[src/rtl/edp_mdu.sv]
// edp_mdu: iterative multiply/divide unit for the EBOX data path.
// Operands come from AR (one word) and ARX:MQ (double word); the result is
// returned as hi:lo (AR:MQ). RADIX bits are retired per ITER cycle.
// Optional build macro: EDP_MDU_EARLY_TERM_EN (MUL leaves ITER once the
// remaining multiplier bits are all zero).
//
// Handshake: start is sampled only in IDLE or DONE and is otherwise ignored.
// busy is high in PREP, ITER and FIX. done is a one-cycle pulse, and hi, lo
// and nodiv are valid in that cycle and hold until the next done or reset.
module edp_mdu #(
   parameter int WIDTH = 36,
   parameter int RADIX = 1
) (
   input  logic             clk,
   input  logic             reset,
   input  logic             start,
   input  logic [1:0]       op,
   input  logic [WIDTH-1:0] ar,
   input  logic [WIDTH-1:0] arx,
   input  logic [WIDTH-1:0] mq,
   output logic             busy,
   output logic             done,
   output logic [WIDTH-1:0] hi,
   output logic [WIDTH-1:0] lo,
   output logic             nodiv
);

   localparam int N  = WIDTH / RADIX;
   localparam int CW = $clog2(N + 1);
   localparam int MW = WIDTH + 1;
   localparam logic [CW-1:0] LAST = CW'(N - 1);

   typedef enum logic [2:0] {
      S_IDLE,
      S_PREP,
      S_ITER,
      S_FIX,
      S_DONE
   } state_t;

   state_t state, state_nx;

   // Request captured at the start edge
   logic [1:0]       op_r;
   logic [WIDTH-1:0] ar_r, arx_r, mq_r;

   // Working registers: w_hi:w_lo is the product accumulator (MUL) or the
   // remainder:quotient shift pair (DIV); dvs holds |multiplicand| or |divisor|.
   logic [WIDTH-1:0] w_hi, w_lo, mpl;
   logic [MW-1:0]    dvs;
   logic [CW-1:0]    cnt;
   logic             sgn_p, sgn_r;

   // PREP signals
   logic               is_div, is_sgn, s_ar, s_arx, s_mq, q_neg, ovf;
   logic [WIDTH-1:0]   ar_mag, mq_mag;
   logic [2*WIDTH-1:0] dd_mag;
   logic [2*WIDTH:0]   lim;

   // ITER / FIX signals
   logic [WIDTH+RADIX-1:0] addend, sum;
   logic [WIDTH-1:0]       mul_hi, mul_lo, mpl_nx;
   logic [WIDTH-1:0]       div_r, div_q, step_hi, step_lo;
   logic [MW-1:0]          trial;
   logic                   q_bit, early, iter_last;
   logic [2*WIDTH-1:0]     fix_p;
   logic [WIDTH-1:0]       fix_hi, fix_lo;

   assign busy = (state == S_PREP) || (state == S_ITER) || (state == S_FIX);
   assign done = (state == S_DONE);

   // Operand magnitudes, result signs and the divide-overflow decision
   always_comb begin
      is_div = op_r[1];
      is_sgn = op_r[0];
      s_ar   = is_sgn & ar_r[WIDTH-1];
      s_arx  = is_sgn & arx_r[WIDTH-1];
      s_mq   = is_sgn & mq_r[WIDTH-1];
      q_neg  = s_arx ^ s_ar;
      // A most-negative word negates to itself, which read unsigned is the
      // exact magnitude 2^(WIDTH-1).
      ar_mag = s_ar ? -ar_r : ar_r;
      mq_mag = s_mq ? -mq_r : mq_r;
      dd_mag = s_arx ? -{arx_r, mq_r} : {arx_r, mq_r};
      // Smallest dividend magnitude whose quotient leaves the signed range:
      // |d|*2^(WIDTH-1) for a positive quotient, |d|*(2^(WIDTH-1)+1) for a
      // negative one (so -2^(WIDTH-1) itself stays legal).
      lim = {2'b00, ar_mag, {(WIDTH-1){1'b0}}} +
            (q_neg ? {{(WIDTH+1){1'b0}}, ar_mag} : {(2*WIDTH+1){1'b0}});
      ovf = is_div & ((dd_mag[2*WIDTH-1:WIDTH] >= ar_mag) |
                      (is_sgn & ({1'b0, dd_mag} >= lim)));
   end

   // One ITER step for both operations, plus the FIX sign correction
   always_comb begin
      // MUL: add digit*|multiplicand| to the high word, shift right by RADIX
      addend = '0;
      for (int j = 0; j < RADIX; j++) begin
         if (mpl[j]) addend = addend + ((WIDTH+RADIX)'(dvs[WIDTH-1:0]) << j);
      end
      sum    = {{RADIX{1'b0}}, w_hi} + addend;
      mul_hi = sum[RADIX +: WIDTH];
      mul_lo = {sum[RADIX-1:0], w_lo[WIDTH-1:RADIX]};
      mpl_nx = mpl >> RADIX;
      early  = 1'b0;
`ifdef EDP_MDU_EARLY_TERM_EN
      // Remaining digits are zero: apply all their right shifts now
      if (!op_r[1] && (mpl_nx == '0) && (cnt != LAST)) begin
         early = 1'b1;
         {mul_hi, mul_lo} = {mul_hi, mul_lo} >> (RADIX * (N - 1 - int'(cnt)));
      end
`endif
      // DIV: RADIX restoring steps on remainder:quotient
      div_r = w_hi;
      div_q = w_lo;
      for (int j = 0; j < RADIX; j++) begin
         trial = {div_r, div_q[WIDTH-1]};
         q_bit = (trial >= dvs);
         if (q_bit) trial = trial - dvs;
         div_r = trial[WIDTH-1:0];
         div_q = {div_q[WIDTH-2:0], q_bit};
      end
      step_hi   = op_r[1] ? div_r : mul_hi;
      step_lo   = op_r[1] ? div_q : mul_lo;
      iter_last = (cnt == LAST) | early;
      // FIX: negating zero yields zero, so a zero result is never negated
      fix_p = {w_hi, w_lo};
      if (sgn_p) fix_p = -fix_p;
      fix_hi = fix_p[2*WIDTH-1:WIDTH];
      fix_lo = fix_p[WIDTH-1:0];
      if (op_r[1]) begin
         fix_lo = sgn_p ? -w_lo : w_lo;
         fix_hi = sgn_r ? -w_hi : w_hi;
      end
   end

   // Next-state decode
   always_comb begin
      state_nx = state;
      case (state)
         S_IDLE:  if (start) state_nx = S_PREP;
         S_PREP:  state_nx = ovf ? S_DONE : S_ITER;
         S_ITER:  if (iter_last) state_nx = S_FIX;
         S_FIX:   state_nx = S_DONE;
         S_DONE:  state_nx = start ? S_PREP : S_IDLE;
         default: state_nx = S_IDLE;
      endcase
   end

   // State register
   always_ff @(posedge clk) begin
      if (reset) state <= S_IDLE;
      else       state <= state_nx;
   end

   // Operand capture, iteration datapath and result registers
   always_ff @(posedge clk) begin
      if (reset) begin
         op_r  <= '0;
         ar_r  <= '0;
         arx_r <= '0;
         mq_r  <= '0;
         w_hi  <= '0;
         w_lo  <= '0;
         mpl   <= '0;
         dvs   <= '0;
         cnt   <= '0;
         sgn_p <= 1'b0;
         sgn_r <= 1'b0;
         hi    <= '0;
         lo    <= '0;
         nodiv <= 1'b0;
      end else begin
         case (state)
            S_IDLE, S_DONE: begin
               if (start) begin
                  op_r  <= op;
                  ar_r  <= ar;
                  arx_r <= arx;
                  mq_r  <= mq;
               end
            end
            S_PREP: begin
               cnt   <= '0;
               sgn_p <= is_div ? q_neg : (s_ar ^ s_mq);
               sgn_r <= s_arx;
               dvs   <= {1'b0, ar_mag};
               if (is_div) begin
                  w_hi <= dd_mag[2*WIDTH-1:WIDTH];
                  w_lo <= dd_mag[WIDTH-1:0];
                  mpl  <= '0;
               end else begin
                  w_hi <= '0;
                  w_lo <= '0;
                  mpl  <= mq_mag;
               end
               if (ovf) begin
                  hi    <= arx_r;
                  lo    <= mq_r;
                  nodiv <= 1'b1;
               end
            end
            S_ITER: begin
               cnt  <= cnt + 1'b1;
               w_hi <= step_hi;
               w_lo <= step_lo;
               mpl  <= mpl_nx;
            end
            S_FIX: begin
               hi    <= fix_hi;
               lo    <= fix_lo;
               nodiv <= 1'b0;
            end
            default: ;
         endcase
      end
   end

endmodule

[config.mk]
export PLATFORM = sky130hd
export DESIGN_NAME = edp_mdu
export DESIGN_NICKNAME = d
export VERILOG_FILES = /design/src/rtl/edp_mdu.sv
export SDC_FILE = /design/constraint.sdc
export NUM_CORES = 1
export LEC_CHECK = 0
export CAP_MARGIN = 5
export CORE_MARGIN = 5
export CORE_UTILIZATION = 45
export DETAILED_ROUTE_END_ITERATION = 10
export SKIP_CTS_REPAIR_TIMING = 1
export SYNTH_ARGS = -nofsm -noshare
export SYNTH_HDL_FRONTEND = slang
export SYNTH_SLANG_ARGS = --single-unit
[constraint.sdc]
create_clock -name clk -period 9.3 [get_ports clk]
set_clock_uncertainty 0.15 [all_clocks]
set_input_delay 1.395 -clock clk [delete_from_list [all_inputs] [get_ports clk]]
set_output_delay 1.395 -clock clk [all_outputs]
set_load 0.01 [all_outputs]
# Word level (Yosys, flattened, before mapping)
# Cells that the tools add are included.
dict set report word_totals {
  inputBits 113
  reg_bits 338
  elab_cells 85
}
dict set report classes {
  add_sub_neg 10
  bitwise 8
  n_mux 32
  reduce_logical 9
  magnitude_cmp 3
  n_eq_ne 8
}
# operator n
set ops {}
lappend ops {{36-bit two-way mux} 16}
lappend ops {{36-bit one-hot mux with 2 select lines} 5}
lappend ops {{72-bit two-way mux} 2}
lappend ops {{36-bit negator} 4}
lappend ops {{72-bit negator} 2}
lappend ops {{71-bit by 36-bit adder with 72-bit output} 1}
lappend ops {{72-bit >= comparator} 1}
lappend ops {{36-bit by 36-bit adder with 37-bit output} 1}
lappend ops {{37-bit by 36-bit >= comparator with 1-bit output} 1}
lappend ops {{36-bit >= comparator} 1}
lappend ops {{36-bit subtractor} 1}
lappend ops {{3-bit one-hot mux with 5 select lines} 1}
lappend ops {{6-bit one-hot mux with 2 select lines} 1}
lappend ops {{3-bit two-way mux} 3}
lappend ops {{6-bit by 1-bit adder with 6-bit output, second input constant} 1}
lappend ops {{3-bit by 2-bit == test with 1-bit output, second input constant} 2}
lappend ops {{6-bit == test, second input constant} 1}
lappend ops {{2-bit != test, second input constant} 3}
lappend ops {{2-bit AND reduction} 3}
lappend ops {{1-bit bitwise AND} 5}
lappend ops {{2-bit nonzero test} 2}
lappend ops {{3-bit by 1-bit == test with 1-bit output, second input constant} 1}
lappend ops {{3-bit == test, second input constant} 1}
lappend ops {{3-bit logical NOT} 1}
lappend ops {{6 further kinds} 10}

# Depth between registers and ports, before layout
# Gate-level depths: netlist of run 1.
dict set report depth {
  ltp_word 10
  depth_mapped 30
  ltp_nobuf 27
}

# Worst setup path after synthesis of run 1
# No wires, ideal clock.
dict set report synth_timing {
  path_type {register to register}
  start {register ar_r[12]}
  end {register lo[31]}
  stages_incl_launch_ff 30
  arrival_time_ns 6.461
  setup_slack_ns 2.618
  setup_ns 0.071
  period_less_slack_ns 6.682
  path_cell_list {dfxtp_1 clkbuf_1 or4_4 nor4b_4 nand4_1 o21ai_0 and3_1 ha_1 inv_1 nor3_2 o2111ai_1 nor4_1 nand2_1 or2_4 nor4_4 nand3b_1 xnor2_1 ha_1 and3_1 nand3_1 or2_2 or3_1 nor3_1 and4b_1 a211o_1 o21a_1 buf_2 buf_1 a22oi_1 o2bb2ai_1}
}
dict set report synth_via {
  elab_chain_cells 10
  word_cells_on_any_way 11
  cone_classes {2 x add/sub; 2 x order compare; 1 x eq/ne; 2 x mux; 3 x bitwise; 1 x reduce/logical}
}
# element line
set synth_rtl {}
lappend synth_rtl {{start: declaration} 45} ;# logic [WIDTH-1:0] ar_r, arx_r, mq_r;
lappend synth_rtl {{start signal: assignment} 178} ;# ar_r <= ar;
lappend synth_rtl {{36-bit negator} 82} ;# ar_mag = s_ar ? -ar_r : ar_r;
lappend synth_rtl {{36-bit two-way mux *} 82}
lappend synth_rtl {{36-bit two-way mux} 89} ;# (q_neg ? {{(WIDTH+1){1'b0}}, ar_mag} : {(2*WIDTH+1){1'b0}});
lappend synth_rtl {{71-bit by 36-bit adder with 72-bit output} 88} ;# lim = {2'b00, ar_mag, {(WIDTH-1){1'b0}}} +
lappend synth_rtl {{72-bit >= comparator} 91} ;# (is_sgn & ({1'b0, dd_mag} >= lim)));
lappend synth_rtl {{1-bit bitwise AND} 91}
lappend synth_rtl {{1-bit bitwise OR *} 90} ;# ovf = is_div & ((dd_mag[2*WIDTH-1:WIDTH] >= ar_mag) |
lappend synth_rtl {{1-bit bitwise AND *} 90}
lappend synth_rtl {{2-bit != test (no source line) *} n/a}
lappend synth_rtl {{2-bit AND reduction (no source line) *} n/a}
lappend synth_rtl {{end signal: assignment} 199} ;# lo <= mq_r;
lappend synth_rtl {{end signal: assignment} 211} ;# lo <= fix_lo;
lappend synth_rtl {{end: declaration} 24} ;# output logic [WIDTH-1:0] lo,
# Every way passes the cells marked *; elsewhere a longest branch is shown, timed or not.
# A chain may end at the register's enable or synchronous reset.

# Worst setup path after layout of run 1
dict set report layout_timing {
  start {register ar_r[21]}
  end {register hi[5]}
}
dict set report layout_via {
  elab_chain_cells 10
  word_cells_on_any_way 11
  cone_classes {2 x add/sub; 2 x order compare; 1 x eq/ne; 2 x mux; 3 x bitwise; 1 x reduce/logical}
}
# element line
set layout_rtl {}
lappend layout_rtl {{36-bit negator} 82}
lappend layout_rtl {{36-bit two-way mux *} 82}
lappend layout_rtl {{36-bit two-way mux} 89}
lappend layout_rtl {{71-bit by 36-bit adder with 72-bit output} 88}
lappend layout_rtl {{72-bit >= comparator} 91}
lappend layout_rtl {{1-bit bitwise AND} 91}
lappend layout_rtl {{1-bit bitwise OR *} 90}
lappend layout_rtl {{1-bit bitwise AND *} 90}
lappend layout_rtl {{2-bit != test (no source line) *} n/a}
lappend layout_rtl {{2-bit AND reduction (no source line) *} n/a}
lappend layout_rtl {{end signal: assignment} 198} ;# hi <= arx_r;
lappend layout_rtl {{end signal: assignment} 210} ;# hi <= fix_hi;
lappend layout_rtl {{end: declaration} 23} ;# output logic [WIDTH-1:0] hi,
# Marks and branches as above.

==> run metrics, run 1 <==
status=finished, final reports clean; filler instances=~5500; most common cell after layout, fill and taps aside=nand2_1; CTS sink count=around 340; Critical Path AT=around 8.4 ns; clock transition at the registers of the reported paths=0.06 ns; Setup WS post-layout=1.22 ns; die area=between 0.06 and 0.07 mm2; drt wl/cell=between 20 and 30 um; Cell variety after synth=90; #FFs+latches synth=around 340; CTS H-tree lvls=2; Vias=~26000; Rel. slew slack=0.151; Final Hold Fails=0; Max Slew Vio Count=0; Die W=between 200 and 250 um; Post-Syn Nets=3685; startpoint types=register; Fmax=around 120 MHz; Hold Crit Class=register to register; nets=around 3700; Die Y=roughly 250 um; async set or reset register ratio after synthesis=0; Ys Warns=0; antenna violations before repair=2; most frequent cells in the layout=nand2_1 (404), nor2_1 (342), dfxtp_1 (337); Post-Route WL=106 mm; Port Buf Inserts=around 190; share of cells above drive strength 1=0.0525; FP Rows=between 80 and 90; global-route wire length before repair=between 150 and 200 mm; Syn Inst Count=~3400; later-pin clock latency in the skew report=0.59 ns; vias in the first global route=roughly 25000; Max FO, Critical Path=26; CP max-delay cell=or4_1; clock root buffer=clkbuf_16; DRC Markers=0; DP HPWL=80.4 mm; cell family with most CP delay=simple AND/OR/NAND/NOR gates; crit path buf inv count=3; cell count after placement=4126; Iter 0 DRT Violations=approximately 3200; worst path required time=between 9 and 10 ns; final period utilization=0.869; Cell Area, Synth=0.0257 mm2; number of max-cap violations=0; setup_tns=0 ns; Non-Filler Instances=around 4200; core area=0.0565 mm2; critical path type=register to register; Initial Util=0.455; Post-DP Area=0.0280 mm2; Top Ports=between 150 and 200; VDD IR max=between 0.2 and 0.25 mV; Overflow after GRT=0; Post-synth top flop=dfxtp_1; Via density=approximately 6.3; largest net degree at the start of global routing=128; sequential fraction of the synthesis area=0.263; PwrDens=around 180 mW/mm2; DR pass1 iterations=9; CTS buffer count=42; Final Cell Area=~0.029 mm2; worst-margin pin slew=about 1.3 ns; EDFF count, synth=0; Place WS=1.29 ns; RSZ-0062 raised after global routing=false; Syn-to-layout area delta=14.4%; CTS tree=yes; Tmin final=8.08 ns; All-Layer GR Usage=0.322; max incr delay on CP=0.60 ns; final setup vio count=0; Leak=0.0116 uW; Syn Area/Cell=~7.6 um2; Max Root-Sink Buffers=3; RePlAce Congestion=about 1.0; crit end category=register; Antenna Nets Post-Route=0
## cell type report
cell class                      instances  area [um2]  area share
Sequential cell                       338        6770       0.230
Inverter                               88         330      0.0112
Clock inverter                         15         184     0.00625
Clock buffer                           62        1230      0.0417
Timing Repair Buffer                  235        2240      0.0760
Multi-Input combinational cell       2709       17700       0.603
Tap cell                              756         946      0.0321
Antenna cell                            1        2.50   0.0000850
## logic make-up (layout without fill, tap and decap cells)
logic type	count (synthesis)	after routing	synth area share
DFF	338	338	0.263
buffers and inverters	336	400	0.0502
AOI/OAI and AO/OA	973	973	0.250
xor gates and xnor gates	297	297	0.101
adders and majority gates	189	189	0.0925
and+or+nand+nor	1188	1188	0.218
other	0	1	0
muxes	62	62	0.0244
## cells in the mapped netlist, types with 37 or more instances
cell type,count,area share
a21oi_1,323,0.063
nor3_1,68,0.013
a221oi_1,47,0.016
nor2_1,346,0.050
nand4_1,52,0.013
a21o_1,68,0.020
xnor2_1,146,0.050
o21ai_0,141,0.027
xor2_1,151,0.051
inv_1,88,0.013
dfxtp_1,338,0.26
mux2i_1,57,0.022
nand2b_1,50,0.012
o2bb2ai_1,45,0.015
nand3_1,49,0.0095
clkbuf_1,214,0.031
ha_1,187,0.091
a22oi_1,57,0.017
a211oi_1,65,0.019
a222oi_1,37,0.014
nand2_1,405,0.059
and2_1,52,0.013
## metrics by stage
| stage | utilization | total power [uW] | hold slack, ns |
|---|---|---|---|
| 4_1_cts | 0.521 | 5130 | 0.307 |
| 6_report | 0.521 | 5150 | 0.306 |
| 3_3_place_gp | 0.496 | 3410 | 0.295 |
| 5_1_grt | 0.521 | 5390 | 0.334 |
| 3_5_place_dp | 0.496 | 3430 | 0.299 |
| 2_1_floorplan | - | 2840 | 0.281 |
## final timing paths
path / start / end / slack (ns) / depth (start not counted)
setup / recovery: ar_r[21]$_SDFFE_PP0P_ / hi[5]$_SDFFE_PP0P_ / 1.22 / 28
hold reg to reg: nodiv$_SDFFE_PP0P_ / nodiv$_SDFFE_PP0P_ / 0.31 / 2
setup reg to reg: ar_r[21]$_SDFFE_PP0P_ / hi[5]$_SDFFE_PP0P_ / 1.22 / 28
hold / removal: nodiv$_SDFFE_PP0P_ / nodiv$_SDFFE_PP0P_ / 0.31 / 2
## sequential cells by signal, indices dropped and copies added (netlist names)
name,cells
w_lo,36
sgn_r,1
mq_r,36
hi,36
cnt,6
lo,36
mpl,36
state,3
op_r,2
ar_r,36
arx_r,36
dvs,36
nodiv,1
w_hi,36
sgn_p,1
## where the power goes
group	internal (uW)	leakage, uW	switching, uW
sequential	1530	0.00275	166
combinational	646	0.00816	1110
clock	1000	0.000686	702
## worst register-to-register path, delay by kind of cell (launching register included)
kind | cells | cell delay (ns)
xor+xnor | 1 | 0.16
fa+ha+maj | 2 | 0.43
buf+inv | 3 | 0.88
compound gates | 5 | 1.26
flops | 1 | 0.38
simple gates | 17 | 4.75
## metal layers
metal	track usage	routed length [um]	up-vias
li1	-	-	12300
met1	0.469	46800	12800
met2	0.494	46000	1219
met3	0.0551	9640	173
met4	0.0878	3190	2
met5	0	13	-
No activity file was read; power rests on OpenSTA's default activity.
==> run 2: changes to the inputs <==
DONT_BUFFER_PORTS = 1   (was not set)
==> run 2 against run 1 <==
- non-clock buffer count is 188 lower
- combinational power decreased by 6%
- die area is the same
- final cell count down 4.5%
- design area is 6.3% lower
- sequential cell count unchanged
- routed wire length fell by 3.1%
- via count shrank 3.8%
- critical path depth down 1
- sequential share of layout area is 1.6 points higher
- worst hold slack better by 0.012 ns
- critical endpoint is now lo[13]$_SDFFE_PP0P_
- largest power group is now the clock network
- highest routed layer is now met4
==> run metrics, run 2 (synthesized netlist as in run 1, its figures left out) <==
status=finished, final reports clean; PwrDens=184 mW/mm2 (+4.9%); Final Hold Fails=0 (unchanged); nets=3527 (-5.1%); Internal=3120 uW (-1.7%); NetSw=1940 uW (-2.0%); Leak=0.0109 uW (-5.9%); global-route wire length before repair=153 mm (-3.1%); Clock Power Share=0.338 (+0.007); Vias=25500 (-3.8%); Initial Util=0.455 (unchanged); clock root buffer=clkbuf_16; Overflow after GRT=0 (unchanged); critical path type=register to register; Post-Route WL=102 mm (-3.1%); share of cells above drive strength 1=0.0565 (+0.00398); hold endpoint=mpl[1]$_SDFFE_PP0P_; crit end category=register; Non-Filler Instances=4013 (-4.5%); Hold Path Depth=2 (unchanged); hold_sp=mpl[2]$_SDFFE_PP0P_; RR Endpoint=lo[13]$_SDFFE_PP0P_; filler instances=5691 (+2.6%); combinational power share=0.326 (-0.014); drt wl/cell=25.5 um (+1.6%); n_diodes=0 (-1); internal reg-to-reg setup slack=0.99 ns (-0.22 ns); FF+latch area=0.00677 mm2 (unchanged); All-Layer GR Usage=0.313 (-0.00883); Syn-to-layout area delta=7.16%; Antenna Nets Post-Route=0 (unchanged); final setup vio count=0 (unchanged); RSZ-0062 raised after global routing=false; DRC Markers=0 (unchanged); Max Root-Sink Buffers=3 (unchanged); later-pin clock latency in the skew report=0.59 ns (about the same); clock transition at the registers of the reported paths=0.06 ns (about the same); startpoint types=register; Critical Path AT=8.66 ns (+0.22 ns); CTS tree=yes; final period utilization=0.893 (+0.0240); setup_tns=0 ns (unchanged); Iter 0 DRT Violations=2910 (-9.8%); VDD IR max=0.145 mV (-38%); Seq pwr share=0.336 (+0.008); worst-margin pin slew=1.27 ns (+0.00809 ns); DP HPWL=78.2 mm (-2.7%); most frequent cells in the layout=nand2_1 (404), nor2_1 (342), dfxtp_1 (337); RePlAce Congestion=1.02 (about the same); CTS H-tree lvls=2 (unchanged); Top Ports=188 (unchanged); R2R depth=27 (-3.6%); Rel. slew slack=0.145 (-0.00543); Port Buf Inserts=0 (-100%); CTS sink count=338 (unchanged); Fmax=120 MHz (-2.7%); Max Slew Vio Count=0 (unchanged); Max FO, Critical Path=34 (+31%); core area=0.0565 mm2 (unchanged); Tmin final=8.31 ns (+0.224 ns); Via density=6.35 (+0.77%); vias in the first global route=23800 (-3.3%); largest net degree at the start of global routing=340 (+170%); area occupied by multi-input gates=0.0177 mm2 (unchanged); CTS buffer count=41 (-2.4%); most common cell after layout, fill and taps aside=nand2_1; cell count after placement=3938 (-4.6%); worst path required time=9.65 ns (about the same); beginning of the worst register-to-register path=ar_r[21]$_SDFFE_PP0P_; Hold Crit Class=register to register; Die W=249 um (unchanged); switching part of the total power=0.383 (-0.000705); DR pass1 iterations=9 (unchanged); Die Y=249 um (unchanged); antenna violations before repair=0 (-2); number of max-cap violations=0 (unchanged); FP Rows=87 (unchanged); die area=0.0621 mm2 (unchanged)
## run 2: cell types whose count changed in the layout (fill, tap and decap cells not counted), moves of 2 or more
cell | previous run | this run
inv_8 | 0 | 2
clkdlybuf4s50_1 | 186 | 0
clkbuf_1 | 11 | 4
clkinv_2 | 5 | 7
clkinv_4 | 0 | 2
clkbuf_8 | 8 | 10
## run 2: layer usage
layer	GRT usage	vias up	share of wire
met4	0.106	0	0.037
li1	-	11900	-
met2	0.475	1103	0.43
met1	0.443	12300	0.44
met3	0.0674	156	0.090
met5	0	-	0
## run 2: area by class of cell
type                    count  share of cell area
clock buffers              56              0.0437
clock inverters            19             0.00826
inverters                  88              0.0120
multi-input cells        2709               0.643
flip-flops and latches    338               0.246
well taps                 756              0.0343
repair buffers             47              0.0128
## run 2: worst max-delay path by stage
stage                                startpoint                   to  slack, ns  cells past startpoint
after floorplan           ar_r[12]$_SDFFE_PP0P_  lo[31]$_SDFFE_PP0P_       2.62                     29
after global placement     ar_r[7]$_SDFFE_PP0P_  lo[16]$_SDFFE_PP0P_       1.39                     27
after detailed placement  ar_r[21]$_SDFFE_PP0P_  lo[22]$_SDFFE_PP0P_       1.13                     27
after CTS                 ar_r[21]$_SDFFE_PP0P_  lo[13]$_SDFFE_PP0P_       1.05                     27
after global routing      ar_r[21]$_SDFFE_PP0P_  lo[27]$_SDFFE_PP0P_       0.27                     27
final                     ar_r[21]$_SDFFE_PP0P_  lo[13]$_SDFFE_PP0P_       0.99                     27
## run 2: worst max-delay path, stage by stage (launching register included)
cell and delay (ns):
dfxtp_1 0.38, or4_1 0.58, nor4_1 0.40, nand4_1 0.39
o21ai_0 0.33, and3_1 0.22, ha_1 0.15, inv_1 0.06
nor3_2 0.27, o2111ai_1 0.26, nor4_1 0.51, nand2_1 0.24
or2_4 0.32, nor4_4 0.31, nand3b_1 0.15, xnor2_1 0.16
ha_1 0.30, and3_1 0.15, nand3_1 0.10, or2_2 0.31
or3_1 0.41, nor3_1 0.18, and4b_1 0.21, a211o_1 0.18
o21a_2 0.60, buf_4 0.48, a22oi_1 0.16, o2bb2ai_1 0.19
## run 2: power by group through the flow
stage	clock [uW]	combinational (uW)	sequential, uW
finish	1710	1650	1700
global route	1790	1790	1710
CTS	1740	1620	1690
detailed placement	0	1610	1720
global placement	0	1590	1720
floorplan	0	1220	1620
## run 2: stage by stage
step           power (uW)  setup slack, ns  area (um2)  hold slack, ns  utilization
6_report             5060            0.992       27600           0.318        0.488
3_3_place_gp         3310             1.39       26100           0.297        0.463
5_1_grt              5290            0.273       27600           0.331        0.488
2_1_floorplan        2840             2.62       25700           0.281            -
3_5_place_dp         3330             1.13       26100           0.306        0.463
4_1_cts              5050             1.05       27600           0.315        0.488
